==> config.mk <==
export PLATFORM = sky130hd
export DESIGN_NAME = mcp_adc_responder_flat
export DESIGN_NICKNAME = d
export VERILOG_FILES = /design/src/rtl/mcp_adc_responder_pkg.sv /design/src/rtl/mcp_adc_responder_if.sv /design/src/rtl/mcp_adc_responder_sync.sv /design/src/rtl/mcp_adc_responder.sv /design/src/flat_wrapper.sv
export SDC_FILE = /design/constraint.sdc
export NUM_CORES = 1
export LEC_CHECK = 0
export BUFFER_PORTS_ARGS = -buffer_cell sky130_fd_sc_hd__buf_2
export CAP_MARGIN = 25
export CORE_MARGIN = 2
export CORE_UTILIZATION = 40
export DETAILED_ROUTE_END_ITERATION = 7
export HOLD_SLACK_MARGIN = 0.02
export MAX_ROUTING_LAYER = met4
export SYNTH_ARGS = -nofsm -noshare
export SYNTH_HDL_FRONTEND = slang
export SYNTH_HIERARCHICAL = 1
export SYNTH_SLANG_ARGS = --single-unit
==> constraint.sdc <==
create_clock -name clk -period 1.92 [get_ports clk]
set_input_delay 0.096 -clock clk [delete_from_list [all_inputs] [get_ports clk]]
set_output_delay 0.096 -clock clk [all_outputs]
set_load 0.005 [all_outputs]
==> src/rtl/mcp_adc_responder_pkg.sv <==
// rtl/mcp_adc_responder_pkg.sv - shared types and command field layout for the MCP3008-style responder
package mcp_adc_pkg;

    localparam int CMD_BITS = 4;
    localparam int SGL_IDX  = 3;
    localparam int D2_IDX   = 2;
    localparam int D0_IDX   = 0;

    typedef enum logic [2:0] {
        IDLE       = 3'd0,
        WAIT_START = 3'd1,
        CMD        = 3'd2,
        SAMPLE     = 3'd3,
        DATA       = 3'd4,
        TAIL       = 3'd5,
        DONE       = 3'd6
    } state_e;

endpackage

==> src/rtl/mcp_adc_responder_if.sv <==
// rtl/mcp_adc_responder_if.sv - SPI pin bundle between the ADC initiator and the responder
interface mcp_adc_responder_if;
    logic cs;
    logic sclk;
    logic din;
    logic dout;
    logic dout_oe;

    modport master (output cs, output sclk, output din, input dout, input dout_oe);
    modport slave  (input cs, input sclk, input din, output dout, output dout_oe);
endinterface

==> src/rtl/mcp_adc_responder_sync.sv <==
// rtl/mcp_adc_responder_sync.sv - pin synchronizer for cs/sclk/din with sclk edge strobes
module spi_pin_sync #(
    parameter int SYNC_STAGES = 2
) (
    input  logic clk,
    input  logic rst,
    input  logic cs,
    input  logic sclk,
    input  logic din,
    output logic cs_s,
    output logic din_s,
    output logic rise_e,
    output logic fall_e
);

    logic [SYNC_STAGES-1:0] cs_q;
    logic [SYNC_STAGES-1:0] sclk_q;
    logic [SYNC_STAGES-1:0] din_q;
    logic                   sclk_d;

    // cs resets deasserted so a held-low pin looks like a fresh frame start
    always_ff @(posedge clk) begin
        if (rst) begin
            cs_q   <= '1;
            sclk_q <= '0;
            din_q  <= '0;
            sclk_d <= 1'b0;
        end else begin
            cs_q[0]   <= cs;
            sclk_q[0] <= sclk;
            din_q[0]  <= din;
            for (int i = 1; i < SYNC_STAGES; i++) begin
                cs_q[i]   <= cs_q[i-1];
                sclk_q[i] <= sclk_q[i-1];
                din_q[i]  <= din_q[i-1];
            end
            sclk_d <= sclk_q[SYNC_STAGES-1];
        end
    end

    // Edges compare two flops, so they stay glitch-free and keep pin-to-dout at SYNC_STAGES+1
    assign cs_s   = cs_q[SYNC_STAGES-1];
    assign din_s  = din_q[SYNC_STAGES-1];
    assign rise_e = sclk_q[SYNC_STAGES-1] & ~sclk_d;
    assign fall_e = ~sclk_q[SYNC_STAGES-1] & sclk_d;

endmodule

==> src/rtl/mcp_adc_responder.sv <==
// rtl/mcp_adc_responder.sv - MCP3008-style SPI ADC responder: command decode, sample request, result shift-out
module mcp_adc_responder
    import mcp_adc_pkg::*;
#(
    parameter int RES_BITS    = 10,
    parameter int CH_BITS     = 3,
    parameter int SYNC_STAGES = 2,
    parameter int LSB_TAIL    = 1
) (
    input  logic                clk,
    input  logic                rst,
    mcp_adc_responder_if.slave  spi,
    output logic [CH_BITS-1:0]  conv_ch,
    output logic                conv_sgl,
    output logic                conv_strobe,
    input  logic [RES_BITS-1:0] sample_data,
    output logic                frame_done,
    output logic                frame_err
);

    localparam int CNT_W = (RES_BITS > 1) ? $clog2(RES_BITS) : 1;

    logic                cs_s;
    logic                din_s;
    logic                rise_e;
    logic                fall_e;
    state_e              state;
    logic [CMD_BITS-2:0] cmd_q;
    logic [CMD_BITS-1:0] cmd_next;
    logic [CNT_W-1:0]    cnt;
    logic [RES_BITS-1:0] res_q;
    logic                dout_q;
    logic                oe_q;

    spi_pin_sync #(.SYNC_STAGES(SYNC_STAGES)) u_sync (
        .clk    (clk),
        .rst    (rst),
        .cs     (spi.cs),
        .sclk   (spi.sclk),
        .din    (spi.din),
        .cs_s   (cs_s),
        .din_s  (din_s),
        .rise_e (rise_e),
        .fall_e (fall_e)
    );

    // The last command bit is consumed straight from din_s, so only the first three are stored
    assign cmd_next    = {cmd_q, din_s};
    assign spi.dout    = dout_q;
    assign spi.dout_oe = oe_q;

    always_ff @(posedge clk) begin
        if (rst) begin
            state       <= IDLE;
            cmd_q       <= '0;
            cnt         <= '0;
            res_q       <= '0;
            dout_q      <= 1'b0;
            oe_q        <= 1'b0;
            conv_ch     <= '0;
            conv_sgl    <= 1'b0;
            conv_strobe <= 1'b0;
            frame_done  <= 1'b0;
            frame_err   <= 1'b0;
        end else begin
            conv_strobe <= 1'b0;
            frame_done  <= 1'b0;
            frame_err   <= 1'b0;
            if (conv_strobe) begin
                res_q <= sample_data;
            end
            if (cs_s) begin
                state     <= IDLE;
                oe_q      <= 1'b0;
                dout_q    <= 1'b0;
                frame_err <= (state == CMD) || (state == SAMPLE) || (state == DATA);
            end else begin
                case (state)
                    IDLE: state <= WAIT_START;
                    WAIT_START: begin
                        if (rise_e && din_s) begin
                            state <= CMD;
                            cnt   <= '0;
                        end
                    end
                    CMD: begin
                        if (rise_e) begin
                            cmd_q <= cmd_next[CMD_BITS-2:0];
                            if (cnt == CNT_W'(CMD_BITS-1)) begin
                                conv_sgl    <= cmd_next[SGL_IDX];
                                conv_ch     <= CH_BITS'(cmd_next[D2_IDX:D0_IDX]);
                                conv_strobe <= 1'b1;
                                state       <= SAMPLE;
                            end else begin
                                cnt <= cnt + 1'b1;
                            end
                        end
                    end
                    SAMPLE: begin
                        if (fall_e) begin
                            oe_q   <= 1'b1;
                            dout_q <= 1'b0;
                            cnt    <= CNT_W'(RES_BITS-1);
                            state  <= DATA;
                        end
                    end
                    DATA: begin
                        if (fall_e) begin
                            dout_q <= res_q[cnt];
                            if (cnt == '0) begin
                                frame_done <= 1'b1;
                                cnt        <= CNT_W'(1);
                                state      <= (LSB_TAIL != 0) ? TAIL : DONE;
                            end else begin
                                cnt <= cnt - 1'b1;
                            end
                        end
                    end
                    TAIL: begin
                        if (fall_e) begin
                            dout_q <= res_q[cnt];
                            if (cnt == CNT_W'(RES_BITS-1)) begin
                                state <= DONE;
                            end else begin
                                cnt <= cnt + 1'b1;
                            end
                        end
                    end
                    DONE: begin
                        if (fall_e) begin
                            dout_q <= 1'b0;
                        end
                    end
                    default: state <= IDLE;
                endcase
            end
        end
    end

endmodule

==> src/flat_wrapper.sv <==
// flat-port wrapper written by rule: the top's interface ports become plain ports
module mcp_adc_responder_flat import mcp_adc_pkg::*;
#(
    parameter int RES_BITS    = 10,
    parameter int CH_BITS     = 3,
    parameter int SYNC_STAGES = 2,
    parameter int LSB_TAIL    = 1
)
  (clk, rst, conv_ch, conv_sgl, conv_strobe, sample_data, frame_done, frame_err, spi_cs, spi_sclk, spi_din, spi_dout, spi_dout_oe);
  mcp_adc_responder_if spi_i ();
  input  logic clk;
  input  logic rst;
  output logic [CH_BITS-1:0] conv_ch;
  output logic conv_sgl;
  output logic conv_strobe;
  input  logic [RES_BITS-1:0] sample_data;
  output logic frame_done;
  output logic frame_err;
  input wire logic [$bits(spi_i.cs)-1:0] spi_cs;
  input wire logic [$bits(spi_i.sclk)-1:0] spi_sclk;
  input wire logic [$bits(spi_i.din)-1:0] spi_din;
  output wire logic [$bits(spi_i.dout)-1:0] spi_dout;
  output wire logic [$bits(spi_i.dout_oe)-1:0] spi_dout_oe;
  assign spi_i.cs = spi_cs;
  assign spi_i.sclk = spi_sclk;
  assign spi_i.din = spi_din;
  assign spi_dout = spi_i.dout;
  assign spi_dout_oe = spi_i.dout_oe;
  mcp_adc_responder #(.RES_BITS(RES_BITS), .CH_BITS(CH_BITS), .SYNC_STAGES(SYNC_STAGES), .LSB_TAIL(LSB_TAIL)) u_core (.clk(clk), .rst(rst), .spi(spi_i), .conv_ch(conv_ch), .conv_sgl(conv_sgl), .conv_strobe(conv_strobe), .sample_data(sample_data), .frame_done(frame_done), .frame_err(frame_err));
endmodule
### Yosys cells after proc, flatten, opt, wreduce, memory -nomap -nowiden

Index checks and enable logic that the tools add are counted.

* $lt $le $gt $ge: 1
* equality and inequality tests: 20
* bitwise logic cells: 10
* reduce and logical (&&, ||, !) cells: 19
* add/sub/neg operators: 2
* multiplexer cells: 25

Operators with widths (number)
* $mux W4: 8
* $mux W3: 8
* $pmux W3 S7: 1
* $pmux W4 S5: 1
* $reduce_and A9 Y1: 2
* $ne A2 B1 Y1 const B: 8
* $eq A3 B3 Y1 const B: 3
* $ne A2 B2 Y1 const B: 4
* $not A1 Y1: 8
* $reduce_or A2 Y1: 4
* $reduce_or A4 Y1: 2
* $eq A3 B2 Y1 const B: 2
* $reduce_and A3 Y1: 2
* $lt A4 B5 Y1 const B: 1
* $mux W1: 5
* $reduce_bool A5 Y1: 1
* $add A4 B1 Y4 const B: 1
* $bmux W1 S4: 1
* $eq A4 B2 Y1 const B: 1
* $eq A4 B4 Y1 const B: 1
* $logic_not A4 Y1: 1
* $reduce_and A4 Y1: 1
* $sub A4 B1 Y4 const B: 1
* $eq A3 B1 Y1 const B: 1
* 7 further kinds: 9

* output and inout bits: 9
* bits of input ports: 15
* logic and storage cells: 92
* register bits after elaboration: 36

### Longest topological paths before layout

Gate-level depths: netlist of run 1.

* word-level depth: 5
* gate-level depth with buffers: 7
* gate-level depth less buffers: 6

### Hierarchy

The synthesis of run 1 kept the hierarchy.

Modules (own cells, without submodules)
* mcp_adc_responder: cells each 172, sequential area each 580.6 um^2, instances 1, area each 1567.8 um^2
* spi_pin_sync: cells each 16, sequential area each 140.1 um^2, instances 1, area each 196.4 um^2

### Worst setup path before layout of run 1

OpenSTA, ideal clock, no wires.

* path type: flip-flop to flip-flop
* start point: register u_core.cnt[1]
* end point: register u_core.cnt[2]
* required time: 1817 ps
* cell stages (with the launch flop): 8
* arrival time: 1533 ps
* setup time: 103 ps
* path buffers: 1
* period minus slack after synthesis: 1637 ps
* path slack: 283 ps
* cells stage by stage: dfxtp_1 -> clkbuf_1 -> inv_1 -> ha_1 -> nand3b_1 -> o21a_1 -> a31oi_1 -> a2111oi_2

* word-level cells in the longest chain between the ends: 4
* elaborated cells between the ends (all ways): 15
* classes of those cells: add/sub: 2; eq/ne: 4; mux: 7; reduce/logical: 2

Ends and longest elaborated chain
* from (decl): line mcp_adc_responder.sv:30 `logic [CNT_W-1:0] cnt;`
* from (signal assigned): line mcp_adc_responder.sv:95 `cnt <= cnt + 1'b1;`
* from (signal assigned): line mcp_adc_responder.sv:103 `cnt <= CNT_W'(RES_BITS-1);`
* from (signal assigned): line mcp_adc_responder.sv:115 `cnt <= cnt - 1'b1;`
* $add A4 B1 Y4 (tied with other cells): line mcp_adc_responder.sv:95, mcp_adc_responder.sv:125
* $mux W4 (on tied branches): line mcp_adc_responder.sv:122, mcp_adc_responder.sv:89, mcp_adc_responder.sv:110
* $mux W4 (on tied branches): line mcp_adc_responder.sv:120, mcp_adc_responder.sv:87, mcp_adc_responder.sv:108
* $pmux W4 S5: line mcp_adc_responder.sv:78 `case (state)`

Parallel ways exist; a longest one is shown, timed or not. The select of a mux whose other input is x is not followed.
A chain may end at the register's enable or synchronous reset.

### Worst setup path in the final report of run 1

Same ends and word-level chain as after synthesis.

==> flow_metrics.env, run 1 <==
export IMPL_status="complete, no violations"
export IMPL_die_y_um=70.41
export IMPL_syn_area_per_cell_um2=9.384
export IMPL_cp_required_ns=2.11
export IMPL_utilization=0.4942
export IMPL_dp_hpwl_um=2609
export IMPL_tritoncts="yes"
export IMPL_grt_pass1_wl_um=6065
export IMPL_drtIter0Drc=141
export IMPL_async_flop_share=0
export IMPL_routedWlPerCell_um=13.72
export IMPL_fp_coreArea_um2=4294
export IMPL_ant_nets=0
export IMPL_setup_viol=0
export IMPL_synth_area_leaders="dfxtp_1 41%, mux2i_1 11%, nor2_1 4.7%"
export IMPL_start_util=0.4108
export IMPL_crit_fanout=5
export IMPL_skew_ns=0.005105
export IMPL_cts_clk_slew_worst_paths_ns=0.07
export IMPL_grt_pass1_vias=1331
export IMPL_port_buffers=23
export IMPL_cp_end_kind="flip-flop"
export IMPL_hold_path_class="input port to flip-flop"
export IMPL_max_cap_violations=0
export IMPL_switching_share=0.2275
export IMPL_grt_max_degree=23
export IMPL_synth_cells=188
export IMPL_drcViolationCount=0
export IMPL_synthFlopType="dfxtp_1"
export IMPL_finalCriticalPeriod_ns=1.779
export IMPL_cpPeakStageDelay_ns=0.42
export IMPL_cellLeakagePower_uw=0.0008749
export IMPL_holdWs_ns=0.04164
export IMPL_max_slew_margin_rel=0.6258
export IMPL_vias_per_cell=5.245
export IMPL_synth_seq_cells=36
export IMPL_area_growth_syn_to_layout_pct=20.28
export IMPL_overflow=0
export IMPL_yosysTopAreaCell="dfxtp_1"
export IMPL_tightest_slew_ns=0.5605
export IMPL_clk_insertion_delay_late_ns=0.29
export IMPL_gp_congestion=0.8160
export IMPL_crit_path_start_kind="flip-flop"
export IMPL_syn_nets=207
export IMPL_peakVddDrop_mv=0.4468
export IMPL_synth_common_cells="36 x dfxtp_1, 22 x nor2_1, 20 x mux2i_1"
export IMPL_via_count=1432
export IMPL_post_synth_top_count_cell="dfxtp_1"
export IMPL_antenna_found_initial=0
export IMPL_ff_latch_area_um2=720.7
export IMPL_switchingPower_uw=316.2
export IMPL_rows=24
export IMPL_slew_violations=0
export IMPL_power_per_cell_area_nw_per_um2=655.1
export IMPL_seq_area_frac_synth=0.4085
export IMPL_crit_slowest_cell="dfxtp_1"
export IMPL_cts_buffer_depth=2
export IMPL_htree_levels=2
export IMPL_wl_um=3746
export IMPL_nFillCells=400
export IMPL_seqPwrFrac=0.545
export IMPL_cts_buffers_inserted=5
export IMPL_dieWidth_um=70.41
export IMPL_multi_input_area_um2=988.4
export IMPL_path_class="flip-flop to flip-flop"
export IMPL_netlist_area_leader_share=0.4085
export IMPL_die_area_um2=4958
export IMPL_drt_first_pass_iters=4
export IMPL_synth_cell_types=51
export IMPL_final_nets=239
export IMPL_timing_final_crit_share=0.9265
export IMPL_power_total_uw=1390
export IMPL_crit_chain="ha_1 > nor3b_2 > o21a_1 > nor3_1 > a2111oi_2"
export IMPL_io_pin_count=24
export IMPL_fmax_ghz=0.5622
export IMPL_cts_sinks=36
export IMPL_cts_root_buf="clkbuf_8"
export IMPL_synth_area_um2=1764
export IMPL_yosysWarnings=6
export IMPL_gr_usage_all_layers=0.1585
export IMPL_drive_gt1_frac=0.2489
export IMPL_p_int_uw=1074
export IMPL_hold_viol_final=0
export IMPL_clock_power_share=0.411
export IMPL_diodes=0
export IMPL_cp_data_arrival_time_ns=1.97
export IMPL_comb_power_share=0.043
export IMPL_synth_edff_count=0
-- layout make-up --
type / count / share of cell area
multi-input combinational: 135 / 0.4658
sequential: 36 / 0.3396
timing repair buffer: 38 / 0.1108
clock buffer: 6 / 0.03892
tap: 52 / 0.03066
clock inverter: 2 / 0.007075
inverter: 4 / 0.007075
-- cell usage in the layout, fill, tap and decap left out, types with 4 or more instances in the layout --
cell / Yosys / layout
ha_1: 4 / 4
nor3_1: 5 / 5
nand2_1: 9 / 9
dfxtp_1: 36 / 36
mux2i_1: 20 / 20
buf_2: 3 / 23
clkbuf_8: 0 / 6
nor2b_1: 9 / 9
a21oi_1: 8 / 8
nand3b_1: 4 / 4
buf_4: 1 / 12
nor2_1: 22 / 22
inv_1: 4 / 4
nand3_1: 4 / 4
-- what timing repair did --
action                                  CTS  global route
endpoints found under the hold margin     3             0
buffers inserted                          0             0
endpoints found under the setup margin    0            12
gates resized for setup                   0             4
hold buffers                              3             0
-- routing by layer --
metal  GRT usage  wire [um]  up-vias
met2      0.2369       1747       25
met3     0.04329        109        7
met4     0.06410         66        0
met5           -          0        -
met1      0.2031       1823      660
li1            -          -      740
-- power groups by stage --
| stage | clock network (uW) | logic (uW) | registers (uW) |
|---|---|---|---|
| after floorplan | 0 | 29.7 | 774 |
| after global placement | 0 | 55.5 | 775 |
| after detailed placement | 0 | 56.0 | 776 |
| after CTS | 586 | 60.6 | 758 |
| after global routing | 618 | 66.5 | 759 |
| final | 572 | 60.2 | 758 |
-- path summary, 6_finish.rpt --
path,to,depth (start not counted),slack (ns),startpoint
setup reg to reg,u_core/cnt[2],5,0.14,u_core/cnt[1]
hold reg to reg,u_core/u_sync/cs_q[1],1,0.41,u_core/u_sync/cs_q[0]
hold / removal,u_core/res_q[3],3,0.04,sample_data[3]
setup / recovery,u_core/cnt[2],5,0.14,u_core/cnt[1]
-- logic make-up (layout without fill, tap and decap cells) --
| logic type | Yosys count | count (layout) | synth area share |
|---|---|---|---|
| adder cells (fa/ha/maj) | 4 | 4 | 0.02837 |
| multiplexers | 22 | 22 | 0.1390 |
| AO/OA/AOI/OAI | 35 | 35 | 0.1489 |
| XOR/XNOR | 1 | 1 | 0.004965 |
| AND/OR/NAND/NOR | 73 | 73 | 0.2298 |
| flip-flops | 36 | 36 | 0.4085 |
| buffers and inverters | 17 | 50 | 0.04042 |
-- metrics by stage --
step,instance area [um2],cells,TNS [ns],setup WS (ns)
after global placement,1978,262,0,0.1210
final,2122,273,0,0.1412
after floorplan,1764,188,0,0.2834
after detailed placement,1978,262,0,0.08861
after CTS,2106,273,0,0.06393
after global routing,2122,273,-0.03408,-0.03408
-- worst max-delay path: cells and delay by family, from the launching register on --
kind,cells,cell delay (ns)
compound gates,2,0.55
simple gates,2,0.47
flops,1,0.42
fa+ha+maj,1,0.25
-- flip-flops by register name (all words and copies together), names as in the netlist, 2 cells and up --
name	cells
u_core/cmd_q	3
u_core/cnt	4
u_core/res_q	10
u_core/u_sync/sclk_q	2
u_core/u_sync/cs_q	2
u_core/u_sync/din_q	2
u_core/conv_ch	3
u_core/state	3
Power figures use the tool's default switching activity.
==> inputs of run 2 (changes only) <==
--- a/config.mk
+++ b/config.mk
@@ -9,9 +9,9 @@
 export CAP_MARGIN = 25
 export CORE_MARGIN = 2
 export CORE_UTILIZATION = 40
+export CTS_BUF_LIST = sky130_fd_sc_hd__clkbuf_16
 export DETAILED_ROUTE_END_ITERATION = 7
 export HOLD_SLACK_MARGIN = 0.02
-export MAX_ROUTING_LAYER = met4
 export SYNTH_ARGS = -nofsm -noshare
 export SYNTH_HDL_FRONTEND = slang
 export SYNTH_HIERARCHICAL = 1
==> run 2 against run 1 <==
  * Combinational power down 5.5%
  * Core utilization grew 0.47 points
  * Cell count is 0.73% lower
  * Critical endpoint unchanged
  * Wire length decreased by 2.3%
  * Highest routed layer unchanged
  * Register-to-register slack gained 0.02 ns
  * Final area increased by 0.94%
  * Largest cell class unchanged
  * Non-clock buffer count decreased by 2
  * Sequential cell count stayed put
  * Clock-buffer cell count down 1
  * First-iteration DRC count grew 18%
==> flow_metrics.env, run 2 (same netlist as run 1, synthesis figures left out) <==
export IMPL_reg2reg_slack_ns=0.16
export IMPL_timing_final_crit_share=0.9164
export IMPL_antenna_found_initial=0
export IMPL_crit_fanout=4
export IMPL_tritoncts="yes"
export IMPL_skew_ns=0.002830
export IMPL_tightest_slew_ns=0.5621
export IMPL_dieWidth_um=70.41
export IMPL_die_y_um=70.41
export IMPL_regMostFlops="u_core/res_q"
export IMPL_switching_share=0.2085
export IMPL_port_buffers=23
export IMPL_final_cell_mix="36 x dfxtp_1, 23 x buf_2, 22 x nor2_1"
export IMPL_finalCriticalPeriod_ns=1.759
export IMPL_wl_um=3658
export IMPL_cts_sinks=36
export IMPL_largest_reg_flops=10
export IMPL_io_pin_count=24
export IMPL_drive_gt1_frac=0.2420
export IMPL_power_total_uw=1588
export IMPL_cp_required_ns=2.06
export IMPL_crit_path_start_kind="flip-flop"
export IMPL_status="complete, no violations"
export IMPL_dp_hpwl_um=2609
export IMPL_grt_pass1_wl_um=6065
export IMPL_htree_levels=2
export IMPL_area_growth_syn_to_layout_pct=21.42
export IMPL_drt_first_pass_iters=4
export IMPL_fmax_ghz=0.5684
export IMPL_clk_insertion_delay_late_ns=0.28
export IMPL_gr_usage_all_layers=0.1533
export IMPL_power_per_cell_area_nw_per_um2=741.4
export IMPL_max_cap_violations=0
export IMPL_cts_root_buf="clkbuf_16"
export IMPL_rows=24
export IMPL_switchingPower_uw=331.1
export IMPL_peakVddDrop_mv=0.5213
export IMPL_cts_clk_slew_worst_paths_ns=0.05
export IMPL_crit_start="u_core/u_sync/sclk_q[1]"
export IMPL_start_util=0.4108
export IMPL_grt_max_degree=23
export IMPL_drcViolationCount=0
export IMPL_vias_per_cell=5.232
export IMPL_comb_power_share=0.036
export IMPL_drtIter0Drc=166
export IMPL_final_nets=237
export IMPL_p_int_uw=1257
export IMPL_layout_commonest_cell="dfxtp_1"
export IMPL_max_slew_margin_rel=0.6248
export IMPL_hold_path_class="input port to flip-flop"
export IMPL_ant_nets=0
export IMPL_tns_ns=0
export IMPL_hold_viol_final=0
export IMPL_critPathCapture="u_core/cnt[2]"
export IMPL_reg_largest_list="u_core/res_q (10), u_core/cnt (4)"
export IMPL_seqPwrFrac=0.478
export IMPL_routedWlPerCell_um=13.50
export IMPL_cp_end_kind="flip-flop"
export IMPL_cts_buffers_inserted=5
export IMPL_rr_endpoint="u_core/cnt[2]"
export IMPL_cellLeakagePower_uw=0.0008854
export IMPL_gp_congestion=0.8043
export IMPL_cp_data_arrival_time_ns=1.90
export IMPL_post_cts_buffers=0
export IMPL_r2r_worst_path_cells=5
export IMPL_r2r_start="u_core/u_sync/sclk_q[1]"
export IMPL_fp_coreArea_um2=4294
export IMPL_worstHoldPathCells=2
export IMPL_die_area_um2=4958
export IMPL_setup_viol=0
export IMPL_via_count=1418
export IMPL_slew_violations=0
export IMPL_utilization=0.4988
export IMPL_overflow=0
export IMPL_clock_power_share=0.486
export IMPL_path_class="flip-flop to flip-flop"
export IMPL_diodes=0
export IMPL_cts_buffer_depth=2
export IMPL_grt_pass1_vias=1325
-- run 2: changes by cell type in the layout (fill, tap and decap cells not counted), sizes merged --
cell         previous run  this run
clkinv                  0         1
clkbuf                  6         5
dlygate4sd3             3         1
-- run 2: timing repair --
action | CTS | global route
resized for setup | 0 | 2
setup endpoints to repair | 0 | 12
hold endpoints to repair | 1 | 0
hold buffers | 1 | 0
-- run 2: critical path, stage by stage (launching register included) --
cell and delay (ns):
dfxtp_1 0.33, nor2b_1 0.30, nand3b_1 0.19, a41o_1 0.31, nor3_1 0.37, a2111oi_2 0.13
-- run 2: worst min path at each step --
stage / startpoint / endpoint / slack (ns)
2_1_floorplan: rst / u_core/u_sync/din_q[0] / 0.17
3_3_place_gp: spi_cs / u_core/u_sync/cs_q[0] / 0.27
3_5_place_dp: spi_cs / u_core/u_sync/cs_q[0] / 0.28
4_1_cts: spi_din / u_core/u_sync/din_q[0] / 0.02
5_1_grt: spi_din / u_core/u_sync/din_q[0] / 0.03
6_report: spi_sclk / u_core/u_sync/sclk_q[0] / 0.03
-- run 2: through the flow --
step | worst slack (ns) | instance area (um2) | hold WS (ns) | instances
finish | 0.1605 | 2142 | 0.02642 | 271
global placement | 0.1210 | 1978 | 0.2731 | 262
global route | -0.02289 | 2142 | 0.03388 | 271
CTS | 0.06655 | 2132 | 0.02314 | 271
detailed placement | 0.08861 | 1978 | 0.2762 | 262
floorplan | 0.2834 | 1764 | 0.1676 | 188
-- run 2: routing by layer --
layer,wire length (um),vias up,part of all wire,track usage
met5,0,-,0,0
li1,-,737,-,-
met2,1733,20,0.47,0.2400
met4,44,0,0.012,0.05128
met1,1775,657,0.49,0.2031
met3,105,4,0.029,0.04329
-- run 2: layout make-up --
cell class,instances,area [um2]
multi-input combinational,135,982.2
clock inverter,3,18.77
timing repair buffer,36,215.2
sequential,36,720.7
clock buffer,5,125.1
tap,52,65.06
fill,393,2152
inverter,4,15.01
-- run 2: power by group through the flow --
stage	sequential (uW)	combinational [uW]	clock, uW
floorplan	774	29.7	0
global placement	775	55.5	0
detailed placement	776	56.0	0
CTS	759	57.6	796
global route	760	63.0	830
finish	759	56.9	772
